--- config.mk ---
export PLATFORM = sky130hd
export DESIGN_NAME = rx_udp
export DESIGN_NICKNAME = d
export VERILOG_FILES = /design/src/rtl/rx_udp.sv
export SDC_FILE = /design/constraint.sdc
export NUM_CORES = 1
export LEC_CHECK = 0
export ABC_AREA = 1
export CORE_MARGIN = 3
export CORE_UTILIZATION = 30
export DETAILED_ROUTE_END_ITERATION = 16
export DONT_BUFFER_PORTS = 1
export SLEW_MARGIN = 5
export SYNTH_ARGS = -nofsm -noshare
export SYNTH_HDL_FRONTEND = slang
export SYNTH_SLANG_ARGS = --single-unit
--- constraint.sdc ---
create_clock -name s_axis_aclk -period 3.1 [get_ports s_axis_aclk]
set_input_delay 0.155 -clock s_axis_aclk [delete_from_list [all_inputs] [get_ports s_axis_aclk]]
set_output_delay 0.155 -clock s_axis_aclk [all_outputs]
set_load 0.1 [all_outputs]
--- src/rtl/rx_udp.sv ---
// UDP receive stage: strips and parses the 8-byte UDP header from the IP payload stream,
// filters on protocol/port/length, and forwards the payload trimmed to the UDP length.
module rx_udp #(
  parameter int unsigned CNT_W = 16
) (
  input  logic        s_axis_aclk,
  input  logic        rst,
  input  logic        udp_enable,
  input  logic [15:0] listen_port,
  input  logic [15:0] IP_TotLen,
  input  logic [7:0]  IP_Protocol,
  input  logic [7:0]  s_axis_tdata,
  input  logic        s_axis_tvalid,
  input  logic        s_axis_tuser,
  input  logic        s_axis_tlast,
  output logic        s_axis_tready,
  output logic [7:0]  m_axis_tdata,
  output logic        m_axis_tvalid,
  output logic        m_axis_tuser,
  output logic        m_axis_tlast,
  input  logic        m_axis_tready,
  output logic [15:0] UDP_SrcPort,
  output logic [15:0] UDP_DestPort,
  output logic [15:0] UDP_Len,
  output logic        udp_drop,
  output logic        udp_len_err
);

  localparam int unsigned HDR_LAST = 7;
  localparam logic [7:0]  PROTO_UDP = 8'd17;

  typedef enum logic [2:0] {
    S_IDLE,
    S_HEADER,
    S_DATA,
    S_WAIT_LAST,
    S_DROP
  } state_t;

  state_t           state_q, state_d;
  logic [CNT_W-1:0] cnt_q, cnt_d;
  logic [7:0]       m_tdata_q, m_tdata_d;
  logic             m_tvalid_q, m_tvalid_d;
  logic             m_tuser_q, m_tuser_d;
  logic             m_tlast_q, m_tlast_d;
  logic [15:0]      src_q, src_d;
  logic [15:0]      dst_q, dst_d;
  logic [15:0]      len_q, len_d;
  logic [15:0]      csum_q, csum_d;
  logic             drop_q, drop_d;
  logic             len_err_q, len_err_d;

  logic             len_short_c;
  logic             len_long_c;
  logic             hdr_reject_c;
  logic [CNT_W-1:0] cnt_inc_c;
  logic [CNT_W-1:0] pay_len_c;

  // Header checks use the length field completed on byte 5, evaluated at byte 7
  assign len_short_c  = len_q < 16'd8;
  assign len_long_c   = len_q > (IP_TotLen - 16'd20);
  assign hdr_reject_c = (IP_Protocol != PROTO_UDP) || (dst_q != listen_port) ||
                        len_short_c || len_long_c;
  assign cnt_inc_c    = cnt_q + CNT_W'(1);
  assign pay_len_c    = CNT_W'(len_q - 16'd8);

  always_comb begin
    state_d    = state_q;
    cnt_d      = cnt_q;
    m_tdata_d  = m_tdata_q;
    m_tvalid_d = 1'b0;
    m_tuser_d  = 1'b0;
    m_tlast_d  = 1'b0;
    src_d      = src_q;
    dst_d      = dst_q;
    len_d      = len_q;
    csum_d     = csum_q;
    drop_d     = 1'b0;
    len_err_d  = 1'b0;

    if (udp_enable && s_axis_tvalid) begin
      case (state_q)
        S_IDLE: begin
          if (s_axis_tuser) begin
            state_d     = S_HEADER;
            cnt_d       = CNT_W'(1);
            src_d[15:8] = s_axis_tdata;
          end
        end

        S_HEADER: begin
          if (s_axis_tlast) begin
            state_d   = S_IDLE;
            cnt_d     = '0;
            len_err_d = 1'b1;
          end else begin
            cnt_d = cnt_inc_c;
            case (cnt_q[2:0])
              3'd1: src_d[7:0]   = s_axis_tdata;
              3'd2: dst_d[15:8]  = s_axis_tdata;
              3'd3: dst_d[7:0]   = s_axis_tdata;
              3'd4: len_d[15:8]  = s_axis_tdata;
              3'd5: len_d[7:0]   = s_axis_tdata;
              3'd6: csum_d[15:8] = s_axis_tdata;
              default: csum_d[7:0] = s_axis_tdata;
            endcase
            if (cnt_q == CNT_W'(HDR_LAST)) begin
              cnt_d = '0;
              if (hdr_reject_c) begin
                state_d   = S_DROP;
                drop_d    = 1'b1;
                len_err_d = len_short_c || len_long_c;
              end else if (len_q == 16'd8) begin
                state_d = S_WAIT_LAST;
              end else begin
                state_d = S_DATA;
              end
            end
          end
        end

        S_DATA: begin
          m_tdata_d  = s_axis_tdata;
          m_tvalid_d = 1'b1;
          m_tuser_d  = (cnt_q == '0);
          cnt_d      = cnt_inc_c;
          if (cnt_inc_c == pay_len_c) begin
            m_tlast_d = 1'b1;
            cnt_d     = '0;
            state_d   = s_axis_tlast ? S_IDLE : S_WAIT_LAST;
          end else if (s_axis_tlast) begin
            // Frame ended before the UDP length was satisfied
            m_tlast_d = 1'b1;
            len_err_d = 1'b1;
            cnt_d     = '0;
            state_d   = S_IDLE;
          end
        end

        S_WAIT_LAST, S_DROP: begin
          if (s_axis_tuser) begin
            state_d     = S_HEADER;
            cnt_d       = CNT_W'(1);
            src_d[15:8] = s_axis_tdata;
          end else if (s_axis_tlast) begin
            state_d = S_IDLE;
            cnt_d   = '0;
          end
        end

        default: begin
          state_d = S_IDLE;
          cnt_d   = '0;
        end
      endcase
    end
  end

  always_ff @(posedge s_axis_aclk or posedge rst) begin
    if (rst) begin
      state_q    <= S_IDLE;
      cnt_q      <= '0;
      m_tdata_q  <= '0;
      m_tvalid_q <= 1'b0;
      m_tuser_q  <= 1'b0;
      m_tlast_q  <= 1'b0;
      src_q      <= '0;
      dst_q      <= '0;
      len_q      <= '0;
      csum_q     <= '0;
      drop_q     <= 1'b0;
      len_err_q  <= 1'b0;
    end else begin
      state_q    <= state_d;
      cnt_q      <= cnt_d;
      m_tdata_q  <= m_tdata_d;
      m_tvalid_q <= m_tvalid_d;
      m_tuser_q  <= m_tuser_d;
      m_tlast_q  <= m_tlast_d;
      src_q      <= src_d;
      dst_q      <= dst_d;
      len_q      <= len_d;
      csum_q     <= csum_d;
      drop_q     <= drop_d;
      len_err_q  <= len_err_d;
    end
  end

  // Bypass routes the raw stream straight through when parsing is disabled
  assign s_axis_tready = udp_enable ? 1'b1       : m_axis_tready;
  assign m_axis_tdata  = udp_enable ? m_tdata_q  : s_axis_tdata;
  assign m_axis_tvalid = udp_enable ? m_tvalid_q : s_axis_tvalid;
  assign m_axis_tuser  = udp_enable ? m_tuser_q  : s_axis_tuser;
  assign m_axis_tlast  = udp_enable ? m_tlast_q  : s_axis_tlast;

  assign UDP_SrcPort  = src_q;
  assign UDP_DestPort = dst_q;
  assign UDP_Len      = len_q;
  assign udp_drop     = drop_q;
  assign udp_len_err  = len_err_q;

endmodule

### After elaboration in Yosys (flattened, before gate mapping)

Cells that the tools add are included.

* register bits: 80
* latch bits: 0
* bits in writable memories: 0
* memory bits (read-only): 0
* output and inout port bits: 62
* logic and storage cells: 97
* memories: 0

* add/sub/neg operators: 3
* multiply operators: 0
* divide/modulo/power cells: 0
* $lt $le $gt $ge: 2
* equal/unequal tests: 17
* shift-type cells: 0
* muxes and demuxes: 42
* bitwise gates (word level): 1
* reduce and logical (&&, ||, !) cells: 18

Operator list (count)
* 16-bit two-way mux: 7
* 16-bit one-hot mux with 4 select lines: 1
* 1-bit two-way mux: 23
* 3-bit two-way mux: 7
* 4-bit AND reduction: 5
* 16-bit by 1-bit adder with 16-bit output, second input constant: 1
* 16-bit == test: 1
* 16-bit by 3-bit == test with 1-bit output, second input constant: 1
* 16-bit by 4-bit == test with 1-bit output, second input constant: 1
* 16-bit greater-than comparator: 1
* 16-bit zero test: 1
* 16-bit by 4-bit less-than comparator with 1-bit output, second input constant: 1
* 16-bit != test: 1
* 16-bit by 4-bit subtractor with 16-bit output, second input constant: 1
* 16-bit by 5-bit subtractor with 16-bit output, second input constant: 1
* 3-bit by 2-bit == test with 1-bit output, second input constant: 4
* 3-bit one-hot mux with 4 select lines: 1
* 3-bit == test, second input constant: 3
* 3-bit AND reduction: 3
* 8-bit two-way mux: 1
* 8-bit by 5-bit != test with 1-bit output, second input constant: 1
* 3-bit by 1-bit == test with 1-bit output, second input constant: 2
* 3-bit != test, second input constant: 2
* 1-bit logical OR: 4
* other kinds (9): 9

### Logic depth before layout (Yosys ltp)

* depth after elaboration: 9
* gate-level depth with buffers: 19
* gate-level depth less buffers: 19

### Least setup slack after synthesis

No wires, ideal clock.

* path type: flip-flop to flip-flop
* from: register len_q[3] (netlist: UDP_Len[3])
* to: register cnt_q[4]
* arrival: 2.648 ns
* slack: 0.336 ns
* stages on the path, launching flop included: 18
* cells stage by stage: dfrtp_1 > inv_1 > ha_1 > nand2_1 > nor2_1 > nand2_1 > nand2_1 > nand2_1 > nand3_1 > nand2_2 > nand4_2 > nor2_2 > nand2_1 > nand2_2 > nand2_4 > buf_6 > nand2_2 > nand2_2

* longest elaborated chain between the ends: 4

RTL lines
* start: declaration: RTL line 48 `logic [15:0] len_q, len_d;`
* start signal: assignment: RTL line 182 `len_q <= len_d;`
* 16-bit by 4-bit subtractor with 16-bit output: RTL line 65 `assign pay_len_c = CNT_W'(len_q - 16'd8);`
* 16-bit == test: RTL line 127 `if (cnt_inc_c == pay_len_c) begin`
* 16-bit two-way mux: RTL line 127
* 16-bit one-hot mux with 4 select lines: RTL line 82 `case (state_q)`
* end signal: assignment: RTL line 175 `cnt_q <= cnt_d;`
* end: declaration: RTL line 41 `logic [CNT_W-1:0] cnt_q, cnt_d;`

No other way between the ends.
A chain may end at the register's enable or synchronous reset.

### Worst setup path in the final report

* from: register cnt_q[0]
* to: register cnt_q[10]

* longest elaborated chain between the ends: 4

RTL lines (RTL line)
* 16-bit by 1-bit adder with 16-bit output or 16-bit by 3-bit == test with 1-bit output (tied branches): 64, 107
* 16-bit == test, or another cell as far along: 127
* 16-bit two-way mux, on equally long branches: 127, 92
* 16-bit one-hot mux with 4 select lines (*): 82

Every way passes the cells marked *; elsewhere a longest branch is shown, timed or not.

==> impl_metrics.csv <==
group,metric,value,unit
global_route,antenna_found_initial,0,
drt,vias,5287,
synthesis,synth-edff-count,0,
sta,drv_slew,0,
pwr,pwr-share-seq,43.5,%
floorplan,die_h,144,um
clock_tree,cts_made_buffers,9,
synthesis,synthTopCellsByArea,"dfrtp_1, nand2_1, inv_1",
pwr,pwr-share-clk,20.9,%
synthesis,synth_warnings,0,
floorplan,die_x,144,um
critical_path,ff2ff_path_depth,14,
critical_path,critical_path_arrival,2.92,ns
drt,wl_met3,1.05,mm
synthesis,synthCells,811,
sta,period_minus_slack,2.68,ns
synthesis,synth-seq-area-share,35.1,%
clock_tree,cts_root_buffer,"clkbuf_16",
sta,worst_pin_slew,1.14,ns
pwr,p_comb_share,35.6,%
pwr,ir_drop,0.729,mV
drt,drt-initial-drc-count,270,
critical_path,crit_buf_inv,0,
synthesis,syn-cell-area,5700,um2
sta,finClkSkew,0.00659,ns
synthesis,synth_ff_type,"dfrtp_1",
synthesis,ys_types,39,
critical_path,critPathCaptureType,"register",
critical_path,crit_fanout,15,
hold_path,hold_depth,2,
hold_path,min_to,"udp_len_err",
clock_tree,h-tree-depth,3,
critical_path,r2r_end,"cnt_q[10]",
critical_path,crit_slowest_cell,"dfrtp_1",
drt,highest_layer,"met4",
sta,timing.max_slew.rel_slack,23.7,%
global_route,grtUsageTotal,16.6,%
drt,wl,16.5,mm
synthesis,synth-seq-cells,80,
placed_design,port_buffers,0,
synthesis,syn_area_per_cell,7.03,um2
global_route,grt_max_degree,36,
layout,instances_no_fill,1086,
critical_path,timing.setup.critical_path_class,"reg -> reg",
synthesis,syn-num-nets,889,
drt,ant_nets,0,
critical_path,critPathRequiredTime,3.34,ns
pwr,finalPower,5.04,mW
layout,nets,930,
floorplan,rows,49,
pwr,leakagePower,3.25,nW
layout,drive_gt1_share,13.8,%
clock_tree,cts_buffer_depth,2,
drt,met2RoutedLength,7.33,mm
sta,rsz0062_at_grt,"false",
placed_design,placed_area,6200,um2
synthesis,yosys.area.top_type,"dfrtp_1",
layout,area_delta_synth_final,15.2,%
drt,drc,0,
global_route,grt_overflow,0,
global_route,grt_pass1_vias,5163,
hold_path,min_path_type,"in -> reg",
pwr,internal_power,2.27,mW
placed_design,dp.cells,1062,
floorplan,io_pins,117,
pwr,power_density,768,nW/um2
drt,vias_per_cell,4.87,
clock_tree,cts_tree,"done",
sta,timing.final.crit_share,86.3,%
pwr,p_switching,2.77,mW
hold_path,worstHoldStart,"udp_enable",
status,status,"finished, final reports clean",
sta,finalSetupTns,0,ns
floorplan,design.die.area,20700,um2
drt,firstDrtPassIters,5,
critical_path,reg2reg_from,"cnt_q[0]",
global_route,grt_pass1_wl,27.0,mm
layout,fin_area,6570,um2
critical_path,path_cells,"ha_1 -> ha_1 -> xor2_1 -> nand3_1 -> a21oi_1 -> nand3_1 -> nor2_1 -> nand3_1 -> nor2_2 -> nand2_1 -> nand2_2 -> nand2_4 -> nand2_1 -> nand2_1",
critical_path,critPathMaxStageDelay,0.53,ns
floorplan,start_util,31.1,%
floorplan,core-area,18300,um2
layout,nFillCells,1960,
pwr,sw_frac_of_total,55.0,%
placed_design,place_hpwl,13.0,mm
clock_tree,clkLatencyLatePin,0.35,ns
critical_path,crit_family,"simple AND/OR/NAND/NOR gates",
critical_path,r2r_slack,0.42,ns
sta,setup_viol,0,
clock_tree,clkTransAtPathRegs,0.06,ns
layout,final_core_util,35.8,%
placed_design,gp_congestion,0.905,
sta,hold_violations,0,
critical_path,cp-start-kind,"register",
synthesis,synth_top_area_share,35.1,%
layout,n_antenna_cell,0,
drt,routedWlPerCell,15.2,um
synthesis,async_reset_ff_share,100,%
clock_tree,ctsResizeCount,0,
job,drv_cap,0,
clock_tree,cts_sinks,80,
sta,fmax,0.374,GHz
drt,wl_met1,7.91,mm
## final cells by class
class / instances / area, um2 / share of cell area, %
multi-input cells: 625 / 3290 / 50.1
flip-flops and latches: 80 / 2000 / 30.5
repair buffers: 45 / 358 / 5.45
inverters: 91 / 343 / 5.22
well taps: 229 / 287 / 4.36
clock buffers: 10 / 239 / 3.64
clock inverters: 6 / 50.0 / 0.762
## what timing repair did
item	CTS	global route
endpoints found under the hold margin	19	0
setup buffers	0	0
hold buffers	8	0
## state kept, by name (all words and copies together), names as in the netlist
name / cells
udp_len_err: 1
m_tlast_q: 1
UDP_Len: 16
UDP_DestPort: 16
m_tvalid_q: 1
cnt_q: 16
udp_drop: 1
UDP_SrcPort: 16
state_q: 3
m_tuser_q: 1
m_tdata_q: 8
## cell usage in the layout (no fill, tap or decap), types with 2 or more instances in the layout
cell           instances
nor2_2                 4
nand2_1              237
nor3_2                 3
xor2_1                19
nand3_1               49
xnor2_1               13
ha_1                  23
o21ai_2               11
o22ai_1                2
nand4_1               17
nor3_1                12
clkinv_2               2
nor4_1                11
dlygate4sd3_1          8
inv_6                  2
nand2_4                5
nor2_4                 4
nor3b_1                3
nand3b_1               3
o21ai_0               56
or2_2                  4
dfrtp_1               80
inv_1                 89
nand2_2               27
o21ai_1                2
clkbuf_16              9
buf_4                 37
nor2_1                87
a21oi_1               24
## logic make-up (layout without fill, tap and decap cells)
group / after synthesis / after routing / synth area share [%]
buffers and inverters: 106 / 152 / 7.82
adder cells (fa/ha/maj): 23 / 23 / 5.05
flip-flops: 80 / 80 / 35.1
XOR/XNOR: 33 / 33 / 5.20
multiplexers: 1 / 1 / 0.198
AO/OA/AOI/OAI: 98 / 98 / 8.85
AND/OR/NAND/NOR: 470 / 470 / 37.8
## Yosys cell counts, types with 2 or more instances
master	instances
a21oi_1	24
buf_2	3
buf_6	2
clkbuf_1	7
clkbuf_8	2
dfrtp_1	80
ha_1	23
inv_1	90
nand2_1	237
nand2_2	27
nand2_4	5
nand3_1	49
nand3b_1	3
nand4_1	17
nor2_1	87
nor2_2	4
nor2_4	4
nor3_1	12
nor3_2	3
nor3b_1	3
nor4_1	11
o21ai_0	66
o21ai_1	2
o22ai_1	2
or2_2	4
xnor2_1	13
xor2_1	19
## worst reg2reg max path, cell delays in order (launching register included)
cell and delay, ns:
dfrtp_1 0.53, ha_1 0.34, ha_1 0.30, xor2_1 0.16, nand3_1 0.12, a21oi_1 0.17, nand3_1 0.11, nor2_1 0.12
nand3_1 0.09, nor2_2 0.15, nand2_1 0.08, nand2_2 0.08, nand2_4 0.16, nand2_1 0.12, nand2_1 0.05
## metrics by stage
step           hold slack (ns)  worst slack (ns)
3_3_place_gp           -0.0117             0.162
2_1_floorplan            0.276             0.336
4_1_cts                 0.0630             0.461
6_report                0.0669             0.425
5_1_grt                 0.0767            0.0399
3_5_place_dp           -0.0117             0.152
## worst max-delay path by stage
stage | startpoint | end | slack (ns) | cells after the start
2_1_floorplan | UDP_Len[3] | cnt_q[4] | 0.34 | 17
3_3_place_gp | IP_TotLen[2] | state_q[2] | 0.16 | 19
3_5_place_dp | IP_TotLen[2] | state_q[2] | 0.15 | 19
4_1_cts | cnt_q[0] | cnt_q[10] | 0.46 | 14
5_1_grt | IP_TotLen[2] | state_q[2] | 0.04 | 18
6_report | cnt_q[0] | cnt_q[10] | 0.42 | 14
## layer usage
metal	track usage, %	up-vias
met4	3.52	0
met5	0	-
li1	-	2698
met1	22.7	2440
met3	4.69	12
met2	26.4	137
## power by group through the flow
stage | registers, mW | clock network, mW | logic [mW]
after floorplan | 2.75 | 0 | 0.879
after global placement | 2.21 | 0 | 1.77
after detailed placement | 2.21 | 0 | 1.79
after CTS | 2.20 | 1.08 | 1.80
after global routing | 2.23 | 1.12 | 1.94
final | 2.19 | 1.06 | 1.79
Power figures use the tool's default switching activity.
